$ cat src/rtl/blink_pkg.sv
// Shared mode encoding and default timing constants for the LED blink-rate selector.
package blink_pkg;

  typedef enum logic [1:0] {
    MODE_OFF  = 2'd0,
    MODE_SLOW = 2'd1,
    MODE_FAST = 2'd2,
    MODE_ON   = 2'd3
  } blink_mode_t;

  localparam int DEFAULT_DEBOUNCE_CYCLES   = 50000;
  localparam int DEFAULT_SLOW_DIV          = 65536;
  localparam int DEFAULT_FAST_DIV          = 16384;
  localparam int DEFAULT_LONG_PRESS_CYCLES = 2000000;

  // Button presses cycle OFF -> SLOW -> FAST -> ON -> OFF; the 2-bit add wraps naturally.
  function automatic blink_mode_t nextMode(input blink_mode_t current);
    return blink_mode_t'(current + 2'd1);
  endfunction

endpackage

$ cat src/rtl/btn_debouncer.sv
// Two-flop synchronizer, counter-based debouncer and registered rising-edge pulse
// for a raw push-button input.
module btn_debouncer import blink_pkg::*; #(
  parameter int DEBOUNCE_CYCLES = DEFAULT_DEBOUNCE_CYCLES
) (
  input  logic clk,
  input  logic rst,
  input  logic btn_raw,
  output logic btn_level,
  output logic btn_pulse
);

  localparam int            CW       = $clog2(DEBOUNCE_CYCLES + 1);
  localparam logic [CW-1:0] CNT_LAST = CW'(DEBOUNCE_CYCLES - 1);

  logic          sync1_q;
  logic          sync2_q;
  logic          level_q;
  logic          level_d;
  logic          levelDly_q;
  logic          pulse_q;
  logic [CW-1:0] cnt_q;
  logic [CW-1:0] cnt_d;

  // The level is accepted only after the synchronized input has disagreed with it
  // on DEBOUNCE_CYCLES consecutive edges; any agreement restarts the count.
  always_comb begin
    level_d = level_q;
    cnt_d   = '0;
    if (sync2_q != level_q) begin
      if (cnt_q == CNT_LAST) begin
        level_d = sync2_q;
      end else begin
        cnt_d = cnt_q + 1'b1;
      end
    end
  end

  always_ff @(posedge clk) begin
    if (rst) begin
      sync1_q    <= 1'b0;
      sync2_q    <= 1'b0;
      level_q    <= 1'b0;
      levelDly_q <= 1'b0;
      pulse_q    <= 1'b0;
      cnt_q      <= '0;
    end else begin
      sync1_q    <= btn_raw;
      sync2_q    <= sync1_q;
      level_q    <= level_d;
      cnt_q      <= cnt_d;
      levelDly_q <= level_q;
      pulse_q    <= level_q & ~levelDly_q;
    end
  end

  assign btn_level = level_q;
  assign btn_pulse = pulse_q;

endmodule

$ cat src/rtl/blink_rate_selector.sv
// Push-button driven blink-mode selector with tick prescaler for the LED blinker.
// Optional long-press force-to-OFF is enabled by defining BLINK_LONG_PRESS_EN.
module blink_rate_selector import blink_pkg::*; #(
  parameter int DEBOUNCE_CYCLES   = DEFAULT_DEBOUNCE_CYCLES,
  parameter int SLOW_DIV          = DEFAULT_SLOW_DIV,
  parameter int FAST_DIV          = DEFAULT_FAST_DIV,
  parameter int LONG_PRESS_CYCLES = DEFAULT_LONG_PRESS_CYCLES
) (
  input  logic       clk,
  input  logic       rst,
  input  logic       btn_raw,
  output logic       btn_pulse,
  output logic [1:0] mode,
  output logic       tick,
  output logic       led_force
);

  localparam int            MAX_DIV   = (SLOW_DIV > FAST_DIV) ? SLOW_DIV : FAST_DIV;
  localparam int            PW        = $clog2(MAX_DIV);
  localparam logic [PW-1:0] SLOW_LAST = PW'(SLOW_DIV - 1);
  localparam logic [PW-1:0] FAST_LAST = PW'(FAST_DIV - 1);

  logic          btnLevel;
  logic          btnPulse;
  blink_mode_t   mode_q;
  blink_mode_t   mode_d;
  logic [PW-1:0] presc_q;
  logic [PW-1:0] presc_d;
  logic [PW-1:0] divLast;
  logic          tick_q;
  logic          tick_d;
  logic          ledForce_q;
  logic          running;

  btn_debouncer #(
    .DEBOUNCE_CYCLES(DEBOUNCE_CYCLES)
  ) u_debouncer (
    .clk      (clk),
    .rst      (rst),
    .btn_raw  (btn_raw),
    .btn_level(btnLevel),
    .btn_pulse(btnPulse)
  );

`ifdef BLINK_LONG_PRESS_EN
  localparam int            LW      = $clog2(LONG_PRESS_CYCLES + 1);
  localparam logic [LW-1:0] LP_MAX  = LW'(LONG_PRESS_CYCLES);
  localparam logic [LW-1:0] LP_LAST = LW'(LONG_PRESS_CYCLES - 1);

  logic [LW-1:0] lpCnt_q;
  logic [LW-1:0] lpCnt_d;
  logic          lpForce;

  // Saturating hold counter: the force fires on the single edge that reaches the limit.
  always_comb begin
    lpCnt_d = '0;
    lpForce = 1'b0;
    if (btnLevel) begin
      lpCnt_d = (lpCnt_q == LP_MAX) ? lpCnt_q : lpCnt_q + 1'b1;
      lpForce = (lpCnt_q == LP_LAST);
    end
  end

  always_ff @(posedge clk) begin
    if (rst) begin
      lpCnt_q <= '0;
    end else begin
      lpCnt_q <= lpCnt_d;
    end
  end
`else
  localparam int unusedLongPress = LONG_PRESS_CYCLES;
  logic          unusedBtnLevel;
  logic          lpForce;

  assign unusedBtnLevel = btnLevel;
  assign lpForce        = 1'b0;
`endif

  assign running = (mode_q == MODE_SLOW) || (mode_q == MODE_FAST);
  assign divLast = (mode_q == MODE_SLOW) ? SLOW_LAST : FAST_LAST;

  // A mode change (press or long-press force) always clears the prescaler and
  // suppresses the tick, so no tick ever comes from a previous mode's count.
  always_comb begin
    mode_d  = mode_q;
    presc_d = '0;
    tick_d  = 1'b0;
    if (btnPulse) begin
      mode_d = nextMode(mode_q);
    end else if (running) begin
      if (presc_q == divLast) begin
        tick_d = 1'b1;
      end else begin
        presc_d = presc_q + 1'b1;
      end
    end
    if (lpForce) begin
      mode_d  = MODE_OFF;
      presc_d = '0;
      tick_d  = 1'b0;
    end
  end

  always_ff @(posedge clk) begin
    if (rst) begin
      mode_q     <= MODE_OFF;
      presc_q    <= '0;
      tick_q     <= 1'b0;
      ledForce_q <= 1'b0;
    end else begin
      mode_q     <= mode_d;
      presc_q    <= presc_d;
      tick_q     <= tick_d;
      ledForce_q <= (mode_d == MODE_ON);
    end
  end

  assign btn_pulse = btnPulse;
  assign mode      = mode_q;
  assign tick      = tick_q;
  assign led_force = ledForce_q;

endmodule
$ cat config.mk
export PLATFORM = sky130hd
export DESIGN_NAME = blink_rate_selector
export DESIGN_NICKNAME = d
export VERILOG_FILES = /design/src/rtl/blink_pkg.sv /design/src/rtl/btn_debouncer.sv /design/src/rtl/blink_rate_selector.sv
export SDC_FILE = /design/constraint.sdc
export NUM_CORES = 1
export LEC_CHECK = 0
export ABC_AREA = 1
export CORE_MARGIN = 3
export CORE_UTILIZATION = 30
export DETAILED_ROUTE_END_ITERATION = 8
export PLACE_DENSITY = 0.54
export SLEW_MARGIN = 20
export SYNTH_ARGS = -nofsm -noshare
export SYNTH_HDL_FRONTEND = slang
export SYNTH_SLANG_ARGS = --single-unit
$ cat constraint.sdc
create_clock -name clk -period 1.96 [get_ports clk]
set_input_delay 0.588 -clock clk [delete_from_list [all_inputs] [get_ports clk]]
set_output_delay 0.588 -clock clk [all_outputs]
set_load 0.05 [all_outputs]
==> results.cfg <==
[outcome]
status = complete, no violations

[grt]
grt_max_degree = 17
grt_pass1_wl_um = 6540
grt_overflow = 0
antenna_found_initial = 0
grt_usage = 0.109
first_global_vias = 1554

[sta]
hold_viol_final = 0
tightest_slew_ns = 0.337
setup_violations = 0
maxClockFrequency_mhz = 628
fin_ws_ns = 0.367
rsz0062_at_grt = no
tns_ns = 0
fin_crit_ns = 1.59
max_slew_margin = 0.775
finalCritPeriodShare = 0.813
skew_ns = 0.00863
finalMaxSlewViolations = 0

[die]
rows = 28
fp.dieH_um = 86.7
initial_core_util = 0.321
io_pins = 8
die_w_um = 86.7
core-area_um2 = 6100
die_area_um2 = 7520

[pwr]
combinationalPowerShare = 0.011
pwr-share-clk = 0.440
cellInternalPower_mw = 1.21
p_per_area_nw_per_um2 = 695
p_leak_nw = 0.691
total_power_mw = 1.52
seqPwrFrac = 0.549
p_sw_frac = 0.202
ir_drop_v = 0.000336
p_sw_mw = 0.308

[route]
via_per_inst = 4.45
ant_nets = 0
drt-pass1-iter-count = 4
wirelength_um = 3730
post_drt_wl_per_cell_um = 10.0
vias = 1655
first_iter_violations = 80
remaining_drc_errors = 0

[critical_path]
path_class = in -> reg
cp-start-kind = input port
cp_max_fo = 15
cp.required_ns = 2.19
r2r_cells = 5
cp.arrival_ns = 1.82
end_kind = flop

[clock_tree]
clock_sinks = 41
cts_buffer_depth = 2
clk_pin_slew_ns = 0.08
htreeDepth = 2
cts_setup_buffers = 0
cts_inserted_buffers = 5
hold_buffers = 0
cts_tree = done
insertion_delay_ns = 0.30
cts_resized = 0
cts_root_buf = clkbuf_8

[yosys]
syn_area_um2 = 1950
synth_cells = 284
synth_cell_types = 18
syn_area_per_cell_um2 = 6.88
synth_fp_nets = 290
yosysSeqAreaShare = 0.420
ys_ff_latch = 41
yosys_warnings = 0

[final_layout]
drive_above_1_share = 0.0640
area_growth_pct = 12.0
nNetsFinal = 303
finalNonFillerCells = 372
design_area_um2 = 2190
diodes = 0
fillers = 674

[placed_design]
place_inst = 365
numPortBuffers = 7
dp_worst_setup_slack_ns = 0.0119
dp_hpwl_um = 2720
place_congestion = 0.777
place_area_um2 = 2080

[worst_hold_path]
hold_path_class = reg -> reg
whs_path_depth = 1

[flow_run]
cap_violations = 0
registers in the layout, indices dropped and copies added (netlist names):
signal / count
u_debouncer.btn_level: 1
presc_q: 16
u_debouncer.sync2_q: 1
u_debouncer.levelDly_q: 1
u_debouncer.btn_pulse: 1
mode: 2
u_debouncer.sync1_q: 1
u_debouncer.cnt_q: 16
tick: 1
led_force: 1
final timing paths:
check,start,endpoint,slack [ns]
worst min register to register,u_debouncer.levelDly_q,u_debouncer.btn_pulse,0.39
worst min-delay path,u_debouncer.levelDly_q,u_debouncer.btn_pulse,0.39
worst max-delay path,rst,u_debouncer.cnt_q[9],0.37
worst max register to register,mode[1],presc_q[12],0.49
cells in the final DEF, fill, tap and decap left out:
cell type / n
bufinv_16: 1
inv_1: 36
nand3b_1: 1
nand2_2: 3
buf_4: 7
clkdlybuf4s50_1: 2
nand2_1: 54
nor2_2: 1
nand4_1: 11
ha_1: 3
nor2_1: 74
clkinv_2: 1
o21ai_0: 6
xnor2_1: 6
xor2_1: 9
dfxtp_1: 41
nand3_1: 21
or2_2: 1
clkbuf_8: 5
nor3_1: 5
a21oi_1: 9
kinds of logic after synthesis:
| logic type | Yosys count | synth area share |
|---|---|---|
| buffers and inverters | 39 | 0.0877 |
| adders and majority gates | 3 | 0.0192 |
| DFF | 41 | 0.420 |
| and+or+nand+nor | 171 | 0.367 |
| AOI/OAI and AO/OA | 15 | 0.0384 |
| xor gates and xnor gates | 15 | 0.0672 |
cell usage after synthesis, drive strengths merged:
master / instances / share of area
dfxtp: 41 / 0.42
buf: 2 / 0.012
nand3b: 1 / 0.0038
ha: 3 / 0.019
nor2: 75 / 0.15
nand2: 57 / 0.11
nor3: 5 / 0.013
nand3: 21 / 0.054
nand4: 11 / 0.035
xnor2: 6 / 0.027
a21oi: 9 / 0.023
xor2: 9 / 0.040
or2: 1 / 0.0032
inv: 36 / 0.069
clkbuf: 1 / 0.0070
o21ai: 6 / 0.015
area by class of cell:
class	count	area (um2)	share of cell area
clock buffer	5	68.8	0.0314
clock inverter	2	35.0	0.0160
inverter	36	135	0.0617
multi-input combinational	204	962	0.440
sequential	41	821	0.375
tap	75	93.8	0.0429
timing repair buffer	9	72.6	0.0332
layer usage:
metal,share of wire,up-vias,track usage
met1,0.51,709,0.130
met4,0.018,0,0.0439
met2,0.43,24,0.185
met3,0.034,7,0.0285
li1,-,915,-
met5,0,-,0
worst max-delay path, cell delays in order:
cell	delay [ns]
clkdlybuf4s50_1	0.46
inv_1	0.09
o21ai_0	0.08
a21oi_1	0.19
nand2_2	0.23
a21oi_1	0.17
stage by stage:
step / hold slack (ns) / util
finish: 0.388 / 0.359
global route: 0.413 / 0.359
CTS: 0.392 / 0.359
detailed placement: 0.379 / 0.342
global placement: 0.379 / 0.342
floorplan: 0.373 / -
power groups by stage:
stage	Combinational, mW	Sequential, mW	Clock, mW
finish	0.0170	0.835	0.668
global route	0.0201	0.836	0.721
CTS	0.0176	0.835	0.687
detailed placement	0.0174	0.855	0
global placement	0.0174	0.855	0
floorplan	0.0118	0.855	0
Power figures use the tool's default switching activity.
